`config.mk`:
```
export PLATFORM = sky130hd
export DESIGN_NAME = out_port_sched
export DESIGN_NICKNAME = d
export VERILOG_FILES = /design/src/rtl/out_port_sched.sv
export SDC_FILE = /design/constraint.sdc
export NUM_CORES = 1
export LEC_CHECK = 0
export CAP_MARGIN = 20
export CORE_ASPECT_RATIO = 1.25
export CORE_MARGIN = 8
export CORE_UTILIZATION = 48
export DETAILED_ROUTE_END_ITERATION = 10
export HOLD_SLACK_MARGIN = 0.08
export PLACE_DENSITY = 0.89
export SYNTH_ARGS = -nofsm -noshare
export SYNTH_HDL_FRONTEND = slang
export SYNTH_SLANG_ARGS = --single-unit
```
`constraint.sdc`:
```
create_clock -name clk -period 5.5 [get_ports clk]
set_input_delay 0.55 -clock clk [delete_from_list [all_inputs] [get_ports clk]]
set_output_delay 0.55 -clock clk [all_outputs]
set_load 0.005 [all_outputs]
```
`src/rtl/out_port_sched.sv`:
```
// rtl/out_port_sched.sv - round-robin output port scheduler with hold/back-pressure FSM
module out_port_sched #(
    parameter int N_REQ     = 5,
    parameter int DATA_W    = 24,
    parameter int STALL_MAX = 255
) (
    input  logic                      clk,
    input  logic                      reset,
    input  logic [N_REQ-1:0]          req,
    input  logic [N_REQ*DATA_W-1:0]   in_data,
    output logic [N_REQ-1:0]          pop,
    output logic [DATA_W-1:0]         out_data,
    output logic                      out_valid,
    input  logic                      tx_busy,
    output logic [N_REQ-1:0]          grant,
    output logic [19:0]               flit_counter,
    output logic                      stall
);
    localparam int PTR_W = (N_REQ > 1) ? $clog2(N_REQ) : 1;
    localparam logic [N_REQ-1:0] ONE = N_REQ'(1);
    localparam logic [PTR_W-1:0] LAST = PTR_W'(N_REQ - 1);

    typedef enum logic {IDLE, HOLD} state_t;

    state_t           state;
    logic [PTR_W-1:0] rr_ptr;
    logic [PTR_W-1:0] owner;
    logic [7:0]       hold_cnt;

    logic             found;
    logic [PTR_W-1:0] win;
    int               idx;

    // First active requester at or after rr_ptr, wrapping past the top channel.
    always_comb begin
        found = 1'b0;
        win   = '0;
        idx   = 0;
        for (int k = 0; k < N_REQ; k++) begin
            idx = (int'(rr_ptr) + k) % N_REQ;
            if (!found && req[idx]) begin
                found = 1'b1;
                win   = PTR_W'(idx);
            end
        end
    end

    always_ff @(posedge clk) begin
        if (reset) begin
            state        <= IDLE;
            rr_ptr       <= '0;
            owner        <= '0;
            grant        <= '0;
            pop          <= '0;
            out_valid    <= 1'b0;
            out_data     <= '0;
            flit_counter <= '0;
            hold_cnt     <= '0;
            stall        <= 1'b0;
        end else begin
            pop <= '0;
            case (state)
                IDLE: begin
                    if (found && !tx_busy) begin
                        owner     <= win;
                        grant     <= ONE << win;
                        pop       <= ONE << win;
                        out_data  <= in_data[int'(win)*DATA_W +: DATA_W];
                        out_valid <= 1'b1;
                        hold_cnt  <= '0;
                        state     <= HOLD;
                    end
                end
                HOLD: begin
                    if (!tx_busy) begin
                        out_valid    <= 1'b0;
                        grant        <= '0;
                        rr_ptr       <= (owner == LAST) ? '0 : owner + 1'b1;
                        flit_counter <= flit_counter + 20'd1;
                        state        <= IDLE;
                    end else begin
                        // Saturate so a long stall never wraps the counter back under the threshold.
                        if (hold_cnt != 8'hFF)
                            hold_cnt <= hold_cnt + 8'd1;
                        if ({1'b0, hold_cnt} + 9'd1 == 9'(STALL_MAX))
                            stall <= 1'b1;
                    end
                end
                default: state <= IDLE;
            endcase
        end
    end
endmodule

```
Word level (Yosys, flattened, before mapping)
Cells that the tools add are included.
{ "classes": {"addsub": 8, "n_mul": 1, "div_mod_pow": 5, "magnitude_cmp": 5, "n_eq_ne": 7, "shifts": 2, "mux": 39, "bitwise_logic": 3, "reduce_logical": 16} }
{ "ops": {"columns": ["cell", "n"], "rows": [
  ["$lt A32 B5 Y1 const B", 5],
  ["$mod A32 B4 Y32 const B", 4],
  ["$shiftx A120 B9 Y24", 1],
  ["$mod A4 B4 Y32 const B", 1],
  ["$mux W8", 3],
  ["$add A20 B1 Y20 const B", 1],
  ["$mux W1", 19],
  ["$mux W3", 6],
  ["$pmux W8 S2", 1],
  ["$bmux W1 S3", 5],
  ["$mux W5", 2],
  ["$pmux W5 S2", 1],
  ["$add A8 B1 Y9 const B", 1],
  ["$eq A9 B8 Y1 const B", 1],
  ["$add A3 B2 Y4 const B", 2],
  ["$add A8 B1 Y8 const B", 1],
  ["$ne A8 B8 Y1 const B", 1],
  ["$ne A2 B2 Y1 const B", 3],
  ["$reduce_and A2 Y1", 3],
  ["$reduce_and A3 Y1", 2],
  ["$logic_and A1 B1 Y1", 5],
  ["$logic_not A1 Y1", 5],
  ["$mul A3 B2 Y5 const B", 1],
  ["$shl A1 B3 Y5 const A", 1],
  ["other kinds (8)", 11]
]} }
{ "word_totals": {"regBits": 71, "latchBits": 0, "ram_bits": 0, "romBits": 0, "in_bits": 128, "out_inout_bits": 56, "mem_count": 0} }

Logic depth before layout (Yosys ltp)
{ "logic_depth": {"ltp_word": 20, "depth_mapped": 24} }

Worst setup path after synthesis
OpenSTA, ideal clock, no wires.
{ "synth_path": {"path_type": "reg2reg", "startpoint": "reg rr_ptr[0]", "endpoint": "reg out_data[14]", "setup_ps": 69, "t_arrival_ps": 4218, "t_required_ps": 5431, "setup_slack_ps": 1214, "path_stages_with_launch": 25, "path_buffers": 6, "period_less_slack_ps": 4286, "path_cell_list": "dfxtp_1 -> buf_4 -> inv_2 -> buf_6 -> ha_1 -> inv_1 -> ha_1 -> buf_6 -> inv_1 -> ha_1 -> inv_1 -> ha_1 -> nor2b_1 -> o21ai_1 -> o311ai_4 -> mux2i_1 -> o22ai_2 -> nor2_1 -> a311o_1 -> buf_2 -> or2_1 -> buf_6 -> buf_6 -> a31o_1 -> o21ai_1"} }
{ "synth_between": {"elab_chain_len": 19} }
{ "synth_rtl": {"columns": ["element", "line", "rtl"], "rows": [
  ["start, declared", "26", "logic [PTR_W-1:0] rr_ptr;"],
  ["start signal, assigned", "78", "rr_ptr <= (owner == LAST) ? '0 : owner + 1'b1;"],
  ["branches (longest 19 deep; another with $mod A32 B4 Y32)", null, null],
  ["end signal, assigned", "68", "out_data <= in_data[int'(win)*DATA_W +: DATA_W];"],
  ["end, declared", "12", "output logic [DATA_W-1:0] out_data,"]
]} }
Several ways; the timed one is not identified. The select of a mux whose other input is x is not followed.
A chain may end at the register's enable or synchronous reset.

Worst setup path after layout
{ "layout_path": {"startpoint": "reg rr_ptr[1]", "endpoint": "reg grant[3]"} }
{ "layout_between": {"elab_chain_len": 20} }
{ "layout_rtl": {"columns": ["element", "line", "rtl"], "rows": [
  ["branches (longest 20 deep; another with $mod A32 B4 Y32)", null, null],
  ["end signal, assigned", "66", "grant <= ONE << win;"],
  ["end, declared", "15", "output logic [N_REQ-1:0] grant,"]
]} }
Several ways; the timed one is not identified. The select of a mux whose other input is x is not followed.

==> impl_metrics.toml <==
[clock_tree]
cts_setup_buffers = 0
ctsResizeCount = 0
ctsHoldBuffers = 0
worst_skew_pair.late_latency_ns = 0.33
htreeDepth = 3
cts_root_buffer = "clkbuf_16"
cts_buffer_depth = 2
cts_sinks = 71
cts-buffers-inserted = 9
cts_tree = "yes"
path_clk_slew_ns = 0.06

[worst_setup_path]
critPathRequiredTime_ns = 5.72
cp_max_fo = 53
critPathLaunchType = "flip-flop"
r2r_setup_slack_ns = 0.51
rr_worst_depth = 18
path_class = "flip-flop to flip-flop"
r2r-start = "rr_ptr[1]$_SDFFE_PP0P_"
r2r_end = "grant[3]$_SDFFE_PP0P_"
crit_chain = "inv_1, ha_1, inv_1, ha_1, inv_1, ha_1, inv_1, ha_1, nor2b_1, o21ai_1, o311ai_4, mux2i_1, o22ai_2, or3_1, a211o_1, and3_2, and3_1, a21o_1"
endpoint_kind = "flip-flop"
arrival_ns = 5.22
slowest_delay_ns = 0.59
crit_slowest_cell = "dfxtp_1"

[global_routing]
antenna_found_initial = 0
grt_pass1_wl_microns = 29600
grt-ovfl-total = 0
grt_max_degree = 64
grt_util_all_layers_pct = 22.9
grt_pass1_vias = 6004

[logic_synthesis]
synth_common_cells = "nand2_1, dfxtp_1, nor2_1"
syn_area_sq_um = 5740
synth.most_common_cell = "nand2_1"
yosysTopAreaCellShare_pct = 24.8
synth_cell_types = 76
synth_enable_flop_cells = 0
avgSynthCellArea_sq_um = 7.67
synth_ff_type = "dfxtp_1"
yosys_register_bits = 71
synthArstFlopShare_pct = 0
syn_nets = 896
synth_area_leader_cell = "dfxtp_1"
synth_seq_area_share_pct = 24.8
syn-instance-count = 748
synth_warnings = 0
synthTopCellsByArea = "dfxtp_1, o211ai_1, nand2_1"

[die]
initial_utilization_pct = 49.2
core_area_sq_um = 11700
ioPinCount = 184
dieArea_sq_um = 15700
die_x_microns = 114
num_rows = 44
die_y_microns = 138

[detailed_routing]
vias = 6077
route.detailed.drc = 0
drt-initial-drc-count = 352
ant_nets = 0
firstDrtPassIters = 5
wire_per_inst_microns = 17.1
wl_microns = 18300
viasPerCell = 5.70

[timing]
slew_viol_final = 0
finalHoldViolCount = 0
worst_slew_pin_slew_ns = 1.05
min_period_ns = 4.99
hold-worst-slack_ns = 0.460
setup_viol = 0
max_freq_ghz = 0.200
fin_skew_ns = 0.00755
relSlewSlack_pct = 28.0
rsz0062_at_grt = "no"
tns_ns = 0
fin_crit_sh_pct = 90.8

[final_layout]
fin_nets = 1049
syn_to_final_growth_pct = 37.2
drive_gt1_share_pct = 9.27
fill_cells = 985
diodes = 0

[power]
total_leakage_power_uw = 0.00299
p_per_area_nw_per_um2 = 261
finalPower_uw = 2060
peakVddDrop_mv = 0.215

[placed_design]
hpwl_microns = 13600
gp_congestion = 0.896
io_buffer_count = 183

[worst_hold_path]
hold_start = "grant[2]$_SDFFE_PP0P_"
hold_path_end = "grant[2]$_SDFFE_PP0P_"
hold_class = "flip-flop to flip-flop"
min_path_cells = 1

[run_status]
status = "complete, no violations"

[run]
drv_cap = 0
## placed cells by master (no fill, tap or decap), types with 11 or more instances in the layout
cell type | synthesis | routed
nand2_1 | 80 | 80
a31o_1 | 24 | 24
inv_1 | 38 | 38
mux2i_1 | 22 | 22
xnor2_1 | 11 | 11
dfxtp_1 | 71 | 71
xor2_1 | 13 | 13
o21ai_1 | 27 | 27
buf_4 | 2 | 11
clkdlybuf4s50_1 | 0 | 182
nor2b_1 | 14 | 14
a21oi_1 | 51 | 51
nand3b_1 | 26 | 26
ha_1 | 20 | 20
nand3_1 | 11 | 11
o211ai_1 | 55 | 55
nor2_1 | 63 | 63
o21ai_0 | 14 | 14
or2_2 | 25 | 25
## worst max-delay path by stage
stage	startpoint	to	slack, ns	depth (start not counted)
after floorplan	rr_ptr[0]$_SDFFE_PP0P_	out_data[14]$_SDFFE_PP0P_	1.21	24
after global placement	rr_ptr[1]$_SDFFE_PP0P_	grant[2]$_SDFFE_PP0P_	0.78	18
after detailed placement	rr_ptr[1]$_SDFFE_PP0P_	grant[4]$_SDFFE_PP0P_	0.55	18
after CTS	rr_ptr[1]$_SDFFE_PP0P_	grant[4]$_SDFFE_PP0P_	0.54	18
after global routing	rr_ptr[1]$_SDFFE_PP0P_	grant[3]$_SDFFE_PP0P_	0.17	18
final	rr_ptr[1]$_SDFFE_PP0P_	grant[3]$_SDFFE_PP0P_	0.51	18
## through the flow
| step | util, % | setup WS [ns] | instances | area (sq um) |
|---|---|---|---|---|
| after global routing | 67.5 | 0.167 | 1067 | 7880 |
| after global placement | 64.9 | 0.778 | 1050 | 7580 |
| after CTS | 67.4 | 0.544 | 1066 | 7860 |
| final | 67.5 | 0.506 | 1067 | 7880 |
| after detailed placement | 64.9 | 0.548 | 1050 | 7580 |
| after floorplan | - | 1.21 | 748 | 5740 |
## per-layer routing
metal / part of all wire (%) / GRT usage, % / up-vias
li1: - / - / 2978
met1: 38 / 24.5 / 2795
met2: 49 / 38.9 / 267
met3: 11 / 9.72 / 37
met4: 2.6 / 8.43 / 0
met5: 0 / 0 / -
## flip-flops by register name, summed over array words and instances, names as in the netlist
register      count
flit_counter     20
grant             5
out_data         24
pop               5
owner             3
stall             1
state             1
rr_ptr            3
out_valid         1
hold_cnt          8
## logic make-up after synthesis
family	count (synthesis)	share of synthesized area [%]
simple gates	279	25.1
compound gates	233	28.7
buf+inv	94	7.87
flops	71	24.8
mux	26	5.21
xor+xnor	25	3.95
fa+ha+maj	20	4.36
## cell type report
type / instances / area, sq um / area share, %
timing repair buffer: 195 / 1920 / 24.4
inverter: 41 / 154 / 1.95
multi-input combinational: 583 / 3890 / 49.4
sequential: 71 / 1420 / 18.0
clock inverter: 6 / 45.0 / 0.572
tap: 161 / 201 / 2.56
clock buffer: 10 / 239 / 3.03
## critical path, delay by kind of cell, from the launching register on
family	cells	cell delay [ns]
AOI/OAI and AO/OA	5	1.12
DFF	1	0.59
and+or+nand+nor	4	1.38
muxes	1	0.29
adders and majority gates	4	1.01
buffers and inverters	4	0.48
## power by group
part / leakage [uW] / total (uW) / switching, uW / internal (uW)
logic: 0.00228 / 899 / 490 / 409
registers: 0.000578 / 608 / 39.3 / 568
clock network: 0.000131 / 550 / 231 / 319
total: 0.00299 / 2060 / 760 / 1300
No activity file was read; power rests on OpenSTA's default activity.
